==> src/rtl/dia_share_arbiter.sv <==
// -----------------------------------------------------------------------------
// dia_share_arbiter
//
// Round-robin scheduler that shares one diamond-weighting combine datapath
// between two requesters, A and B. Each requester offers three tokens with
// SEND/DATA and consumes them with ACK. At most one requester fires per cycle.
// Its tagged result appears on the OUT_* channel one cycle after the fire.
//
// Parameters
//   DW     token data width. Fixed at 16 because the datapath slices assume it.
//   BURST  maximum consecutive fires for one requester while the other waits
//          (legal range 1..15).
//
// Ports
//   CLK, RESET               rising-edge clock; asynchronous active-low reset
//   A_IN{1,2,3}_SEND/DATA    requester A tokens available / token values
//   A_IN{1,2,3}_ACK          requester A consume strobes (combinational)
//   B_IN{1,2,3}_SEND/DATA    requester B tokens available / token values
//   B_IN{1,2,3}_ACK          requester B consume strobes (combinational)
//   OUT_RDY                  consumer accepts a token in the following cycle
//   OUT_SEND                 result-valid strobe, one cycle after a fire
//   OUT_DATA                 result value. Holds its value while OUT_SEND is 0.
//   OUT_TAG                  result source: 0 = A, 1 = B
//   OUT_COUNT                tokens per send, constant 1
//
// Optional feature
//   DIA_SATURATE_EN  When defined, a weighted sum of 2^14 or more clamps
//                    OUT_DATA to 16'hFFFC. When undefined, the sum wraps
//                    modulo 2^14.
// -----------------------------------------------------------------------------
module dia_share_arbiter #(
  parameter int DW    = 16,
  parameter int BURST = 2
) (
  input  logic          CLK,
  input  logic          RESET,
  input  logic          A_IN1_SEND,
  input  logic          A_IN2_SEND,
  input  logic          A_IN3_SEND,
  input  logic [DW-1:0] A_IN1_DATA,
  input  logic [DW-1:0] A_IN2_DATA,
  input  logic [DW-1:0] A_IN3_DATA,
  output logic          A_IN1_ACK,
  output logic          A_IN2_ACK,
  output logic          A_IN3_ACK,
  input  logic          B_IN1_SEND,
  input  logic          B_IN2_SEND,
  input  logic          B_IN3_SEND,
  input  logic [DW-1:0] B_IN1_DATA,
  input  logic [DW-1:0] B_IN2_DATA,
  input  logic [DW-1:0] B_IN3_DATA,
  output logic          B_IN1_ACK,
  output logic          B_IN2_ACK,
  output logic          B_IN3_ACK,
  input  logic          OUT_RDY,
  output logic          OUT_SEND,
  output logic [DW-1:0] OUT_DATA,
  output logic          OUT_TAG,
  output logic [15:0]   OUT_COUNT
);

  typedef enum logic [1:0] {IDLE, OWN_A, OWN_B} owner_t;

  localparam logic [3:0] BURST_MAX = 4'(BURST);

  owner_t      owner, owner_nxt;
  logic        last, last_nxt;      // 0 = A was granted most recently, 1 = B
  logic [3:0]  bcnt, bcnt_nxt;
  logic [3:0]  bcnt_inc;
  logic        elig_a, elig_b;
  logic        grant_a, grant_b;
  logic        fire_a, fire_b;

  // A requester is eligible only with all three tokens present. A partial
  // set is never acknowledged.
  assign elig_a = A_IN1_SEND & A_IN2_SEND & A_IN3_SEND;
  assign elig_b = B_IN1_SEND & B_IN2_SEND & B_IN3_SEND;

  assign bcnt_inc = (bcnt >= BURST_MAX) ? BURST_MAX : bcnt + 4'd1;

  // NOTE: every signal driven here gets a default first, so no path can
  // leave it unassigned and infer a latch.
  always_comb begin
    owner_nxt = owner;
    bcnt_nxt  = bcnt;
    last_nxt  = last;
    grant_a   = 1'b0;
    grant_b   = 1'b0;

    if (OUT_RDY) begin
      unique case (owner)
        // From IDLE, a tie goes to the requester that was not served last.
        IDLE: begin
          if (elig_a && (!elig_b || last)) grant_a = 1'b1;
          else if (elig_b)                 grant_b = 1'b1;
        end
        // The owner keeps firing until its burst is spent or it runs dry,
        // but only while the other requester is actually waiting.
        OWN_A: begin
          if (elig_b && (!elig_a || bcnt >= BURST_MAX)) grant_b = 1'b1;
          else if (elig_a)                              grant_a = 1'b1;
        end
        OWN_B: begin
          if (elig_a && (!elig_b || bcnt >= BURST_MAX)) grant_a = 1'b1;
          else if (elig_b)                              grant_b = 1'b1;
        end
        default: ;
      endcase
    end

    if (grant_a) begin
      owner_nxt = OWN_A;
      last_nxt  = 1'b0;
      bcnt_nxt  = (owner == OWN_A) ? bcnt_inc : 4'd1;
    end else if (grant_b) begin
      owner_nxt = OWN_B;
      last_nxt  = 1'b1;
      bcnt_nxt  = (owner == OWN_B) ? bcnt_inc : 4'd1;
    end else if (!elig_a && !elig_b) begin
      // One idle cycle with nobody eligible releases ownership. bcnt is held.
      owner_nxt = IDLE;
    end
  end

  // The ACKs are combinational, so they are gated with RESET directly. This
  // keeps them low while RESET is asserted, whatever the SEND inputs do.
  assign fire_a = grant_a & RESET;
  assign fire_b = grant_b & RESET;

  assign A_IN1_ACK = fire_a;
  assign A_IN2_ACK = fire_a;
  assign A_IN3_ACK = fire_a;
  assign B_IN1_ACK = fire_b;
  assign B_IN2_ACK = fire_b;
  assign B_IN3_ACK = fire_b;

  // Shared combine datapath, fed from whichever requester is granted.
  logic [DW-1:0] in1, in2, in3;
  logic [15:0]   sum;
  logic [DW-1:0] result;
  logic          unused_bits;

  assign in1 = fire_b ? B_IN1_DATA : A_IN1_DATA;
  assign in2 = fire_b ? B_IN2_DATA : A_IN2_DATA;
  assign in3 = fire_b ? B_IN3_DATA : A_IN3_DATA;

  // Each term fits in 14 bits, so the 16-bit sum of three terms never
  // overflows. Bits [15:14] therefore show whether the 2^14 range was exceeded.
  assign sum = 16'(in1[13:0]) + 16'({in2[10:0], 3'b000}) + 16'({in3[8:0], 5'b00000});

  // Input bits above the slices do not affect the result.
  assign unused_bits = ^{in1[15:14], in2[15:11], in3[15:9]};

`ifdef DIA_SATURATE_EN
  assign result = (sum[15:14] != 2'b00) ? 16'hFFFC : {sum[13:0], 2'b00};
`else
  assign result = {sum[13:0], 2'b00};
`endif

  // NOTE: sequential state uses non-blocking assignments, so every flop
  // samples values from before the edge, regardless of block order.
  always_ff @(posedge CLK or negedge RESET) begin
    if (!RESET) begin
      owner    <= IDLE;
      last     <= 1'b1;            // B counts as served, so A has first priority
      bcnt     <= 4'd0;
      OUT_SEND <= 1'b0;
      OUT_DATA <= '0;
      OUT_TAG  <= 1'b0;
    end else begin
      owner    <= owner_nxt;
      last     <= last_nxt;
      bcnt     <= bcnt_nxt;
      OUT_SEND <= fire_a | fire_b;
      if (fire_a | fire_b) begin
        OUT_DATA <= result;
        OUT_TAG  <= fire_b;
      end
    end
  end

  assign OUT_COUNT = 16'h0001;

endmodule

==> config.mk <==
export PLATFORM = sky130hd
export DESIGN_NAME = dia_share_arbiter
export DESIGN_NICKNAME = d
export VERILOG_FILES = /design/src/rtl/dia_share_arbiter.sv
export SDC_FILE = /design/constraint.sdc
export NUM_CORES = 1
export LEC_CHECK = 0
export BUFFER_PORTS_ARGS = -buffer_cell sky130_fd_sc_hd__buf_2
export CAP_MARGIN = 25
export CORE_MARGIN = 5
export CORE_UTILIZATION = 46
export CTS_BUF_LIST = sky130_fd_sc_hd__clkbuf_16
export CTS_CLUSTER_SIZE = 16
export DETAILED_ROUTE_END_ITERATION = 12
export HOLD_SLACK_MARGIN = 0.05
export PLACE_DENSITY_LB_ADDON = 0.1
export RECOVER_POWER = 25
export SLEW_MARGIN = 20
export SYNTH_ARGS = -nofsm -noshare
export SYNTH_HDL_FRONTEND = slang
export SYNTH_SLANG_ARGS = --single-unit
==> constraint.sdc <==
create_clock -name CLK -period 8.39 [get_ports CLK]
set_clock_uncertainty 0.15 [all_clocks]
set_input_delay 0.4195 -clock CLK [delete_from_list [all_inputs] [get_ports CLK]]
set_output_delay 0.4195 -clock CLK [all_outputs]
set_load 0.1 [all_outputs]
# Word-level counts from Yosys, hierarchy flattened
# Cells that the tools add are included.
# op_classes
n_reduce_logical	12
mux	25
n_lt_le_gt_ge	1
n_eq_ne	2
n_addsub	3
bitwise_logic	7
# ops
cell	count
$add 14x14->14	2
$mux 4	5
$mux 14	1
$mux 1	12
$mux 11	1
$mux 9	1
$and 1x1->1	6
$mux 2	3
$pmux 1 s3	2
$add 4x1->4 const B	1
$ge 4x2->1 const B	1
$logic_and 1x1->1	4
$logic_or 1x1->1	3
$reduce_bool 3->1	1
$eq 2x1->1 const B	1
$eq 2x2->1 const B	1
$logic_not 1->1	2
$logic_not 2->1	1
$reduce_bool 2->1	1
$or 1x1->1	1
# totals
out_inout_bits	40
in_bits	105
register_bits	23
wordCells	56

# Longest topological paths before layout
# depth
depth_word	12
depth_mapped	18
mapped_depth_nobuf	16

# Least setup slack after synthesis
# Ideal clock, no wire load.
# synth_path
path_type	register to register
startpoint	register bcnt[1]
endpoint	register OUT_DATA[15]
setup_time_ps	87
arrival_ps	4176
setup_slack_ps	3978
path_buffers	2
synth_period_minus_slack_ps	4412
required_time_ps	8153
path_stages_with_launch	17
path_cell_list	dfrtp_1 > ha_1 > nor4_4 > o21ai_2 > nor4b_1 > buf_2 > buf_2 > mux2i_1 > fa_1 > inv_1 > ha_1 > o21ai_0 > nand2b_1 > a21oi_1 > o31ai_1 > or4_1 > o211ai_1
# synth_via
elab_chain_len	10
word_cells_on_any_way	21
cone_classes	add/sub: 2; order compare: 1; mux: 11; bitwise: 3; reduce/logical: 4
# synth_lines
element	line_no	rtl
from (decl)	68	logic [3:0] bcnt, bcnt_nxt;
from (signal assigned)	173	bcnt <= bcnt_nxt;
$ge 4x2->1 *	100, 104	
$logic_or 1x1->1 (on tied branches)	104, 100	
$logic_and 1x1->1 (on tied branches)	104, 100	
$mux 1 (on tied branches)	104, 100	
$pmux 1 s3 *	91	unique case (owner)
$mux 1 *	90	if (OUT_RDY) begin
$and 1x1->1 *	128	assign fire_b = grant_b & RESET;
net B_IN1_ACK	52	output logic B_IN1_ACK,
$mux 14 / $mux 11 (equally long branches)	143, 144	
$add 14x14->14 (2 in series)	149	assign sum = 16'(in1[13:0]) + 16'({in2[10:0], 3'b000}) + 16'({in3[8:0], 5'b00000});
to (signal assigned)	176	OUT_DATA <= result;
to (decl)	57	output logic [DW-1:0] OUT_DATA,
# Mark *: on every way through the listed nets, which the timed path passes. The rest lies on a longest branch.
# A chain may end at the register's enable or synchronous reset.

# Worst setup path after layout
# layout_path
startpoint	input port RESET
endpoint	register OUT_DATA[14]
# layout_via
elab_chain_len	4
word_cells_on_any_way	8
cone_classes	add/sub: 2; mux: 3; bitwise: 3
# layout_lines
element	line_no	rtl
from (decl)	36	input logic RESET,
$and 1x1->1	128	
$mux 14 / $mux 11 (equally long branches)	143, 144	
$add 14x14->14 (2 in series)	149	
# Several ways; a longest one is shown, not always the timed one.

==> impl_metrics.yaml <==
floorplan:
  pin_count: 145
  dieArea_um2: 6300
  core.rowCount: 25
  core_area_um2: 4690
  die_h_um: 79.3
  start_util_pct: 47.1
  die-width_um: 79.3
synthesis:
  yosysWarnings: 0
  synth_enable_flop_cells: 0
  avgSynthCellArea_um2: 9.33
  synth_most_common_cell: "mux2i_1"
  yosysTopAreaCell: "dfrtp_1"
  yosys-top-cells-count: "mux2i_1, buf_4, dfrtp_1, inv_1, nand2_1"
  ys_seq_elements: 23
  ys_seq_area_share_pct: 26.1
  synth_cell_type_count: 49
  synth_top_area_share_pct: 24.9
  synthArstFlopShare_pct: 100
  syn_area_um2: 2210
  synthFlopType: "dfrtp_1"
  synth_area_leaders: "dfrtp_1, mux2i_1, fa_1"
  synthCells: 237
final_layout:
  fillers: 448
  area_growth_pct: 24.3
  final_cells: 384
  final_nets: 458
  final_cell_area_um2: 2750
  drive_above_1_share_pct: 38.2
  antenna_cells: 0
  multi_input_area_um2: 1430
  layout.area.seq_um2: 577
timing:
  setup_ws_ns: 3.19
  hold_violations: 0
  rsz0062_at_grt: "false"
  setup_viol: 0
  fin_tns_setup_ns: 0
  worst_pin_slew_ns: 1.36
  finalCritPeriodShare_pct: 62.0
  relSlewSlack_pct: 9.38
  fin_crit_ns: 5.20
  slew_viol_final: 0
  fmax_ghz: 0.192
  hold_ws_ns: 0.304
placed_design:
  placed_cells: 379
  dpl_cell_area_um2: 2660
  hpwl_um: 3880
  post-place-ws_ns: 3.64
  place.gp.congestion: 0.749
  io_buffers: 98
power_and_ir_drop:
  leakage_nw: 1.43
  worst_ir_drop_vdd_uv: 136
  powerDensity_nw_per_um2: 244
clock_tree:
  clockBufferDepth: 2
  h-tree-depth: 1
  cts.sinks: 23
  numCtsBuffers: 3
  cts_root_buf: "clkbuf_16"
  postCtsSetupRepairBufs: 0
  path_clk_slew_ns: 0.06
  tritoncts: "built"
  insertion_delay_ns: 0.25
critical_path:
  r2r_slack_ns: 3.67
  crit_arrival_ns: 5.19
  rr_worst_depth: 15
  crit_path_start_kind: "primary input"
  startpoint: "RESET"
  crit_type: "primary input to flop"
  worstPathMaxFanout: 26
  crit_end: "OUT_DATA[14]"
  r2r-end: "OUT_DATA[14]"
  worst-endpoint-required_ns: 8.38
  worstReg2RegStart: "bcnt[1]"
  critPathCaptureType: "flop"
routing:
  ant_nets: 0
  dr.pass1.iters: 4
  dr.first_iter.drc_count: 23
  drc: 0
  wirelength_um: 4570
  wl_per_cell_um: 11.9
  routed-via-count: 1826
  vias_per_cell: 4.76
global_route:
  grt_antenna_before_repair: 0
  grt_usage_pct: 14.5
  grt_pass1_vias: 1746
  grt_overflow: 0
  grt_max_degree: 27
  grt_pass1_wl_um: 7450
run_status:
  status: "completed"
min_path:
  hold_path_class: "primary input to flop"
flow_run:
  drv_cap: 0
## final cells by class
class	instances	share of cell area [%]
Sequential cell	23	21.0
Multi-Input combinational cell	180	52.0
Clock buffer	3	2.73
Tap cell	54	2.46
Timing Repair Buffer	101	18.7
Inverter	22	3.00
Clock inverter	1	0.136
## power by group
group          switching (mW)  internal [mW]
Combinational           0.323         0.0882
Clock                  0.0382         0.0636
Sequential             0.0157          0.141
Total                   0.377          0.293
## kinds of logic (layout without fill, tap and decap cells)
logic type,count (synthesis),in the layout,synth area share [%]
compound gates,42,42,12.2
xor+xnor,11,11,4.36
fa+ha+maj,22,22,15.5
buf+inv,50,127,12.4
flops,23,23,26.1
mux,34,34,16.0
other cells,2,18,0.339
simple gates,53,53,13.2
## critical path: stages
cell	delay (ns)
dlygate4sd3_1	0.52
clkbuf_1	0.99
nor4b_2	0.43
buf_4	0.37
mux2_2	0.40
fa_1	0.57
inv_1	0.06
fa_1	0.44
nor2b_1	0.11
o21ai_0	0.10
a21oi_1	0.22
o31ai_1	0.12
xnor2_1	0.13
mux2_2	0.27
## cells in the final DEF (no fill, tap or decap), drive strengths merged, types with 9 or more instances in the layout
cell type	instances
buf	99
conb	18
dfrtp	22
fa	9
ha	13
inv	23
mux2	10
mux2i	24
nand2	22
o21ai	19
## sequential cells by signal (all words and copies together) (netlist names)
name      count
OUT_DATA     14
bcnt          4
owner         2
OUT_SEND      1
OUT_TAG       1
last          1
## layer usage
layer / track usage, % / up-vias / routed length [um]
li1: - / 960 / -
met1: 18.6 / 795 / 1990
met2: 25.2 / 66 / 2200
met3: 2.38 / 5 / 328
met4: 4.12 / 0 / 52
met5: 0 / - / 0
## repair_timing
| item | 4_1_cts | 5_1_grt |
|---|---|---|
| hold buffers | 1 | 0 |
| gates resized for setup | 0 | 0 |
| endpoints found under the hold margin | 22 | 0 |
## stage by stage
| stage | utilization, % | power [mW] |
|---|---|---|
| floorplan | - | 0.505 |
| detailed placement | 56.7 | 0.573 |
| finish | 58.6 | 0.670 |
| global route | 58.6 | 0.706 |
| global placement | 56.7 | 0.569 |
| CTS | 58.6 | 0.677 |
## worst min path at each step
stage	depth (start not counted)	startpoint	end	slack (ns)
final	3	A_IN1_DATA[2]	OUT_DATA[4]	0.30
after global routing	1	OUT_TAG	OUT_TAG	0.34
after CTS	3	A_IN1_DATA[2]	OUT_DATA[4]	0.31
after detailed placement	1	RESET	bcnt[0]	0.29
after global placement	1	RESET	bcnt[0]	0.30
after floorplan	0	RESET	OUT_DATA[10]	-0.03
Note: power is estimated with default switching activity, not from simulation.
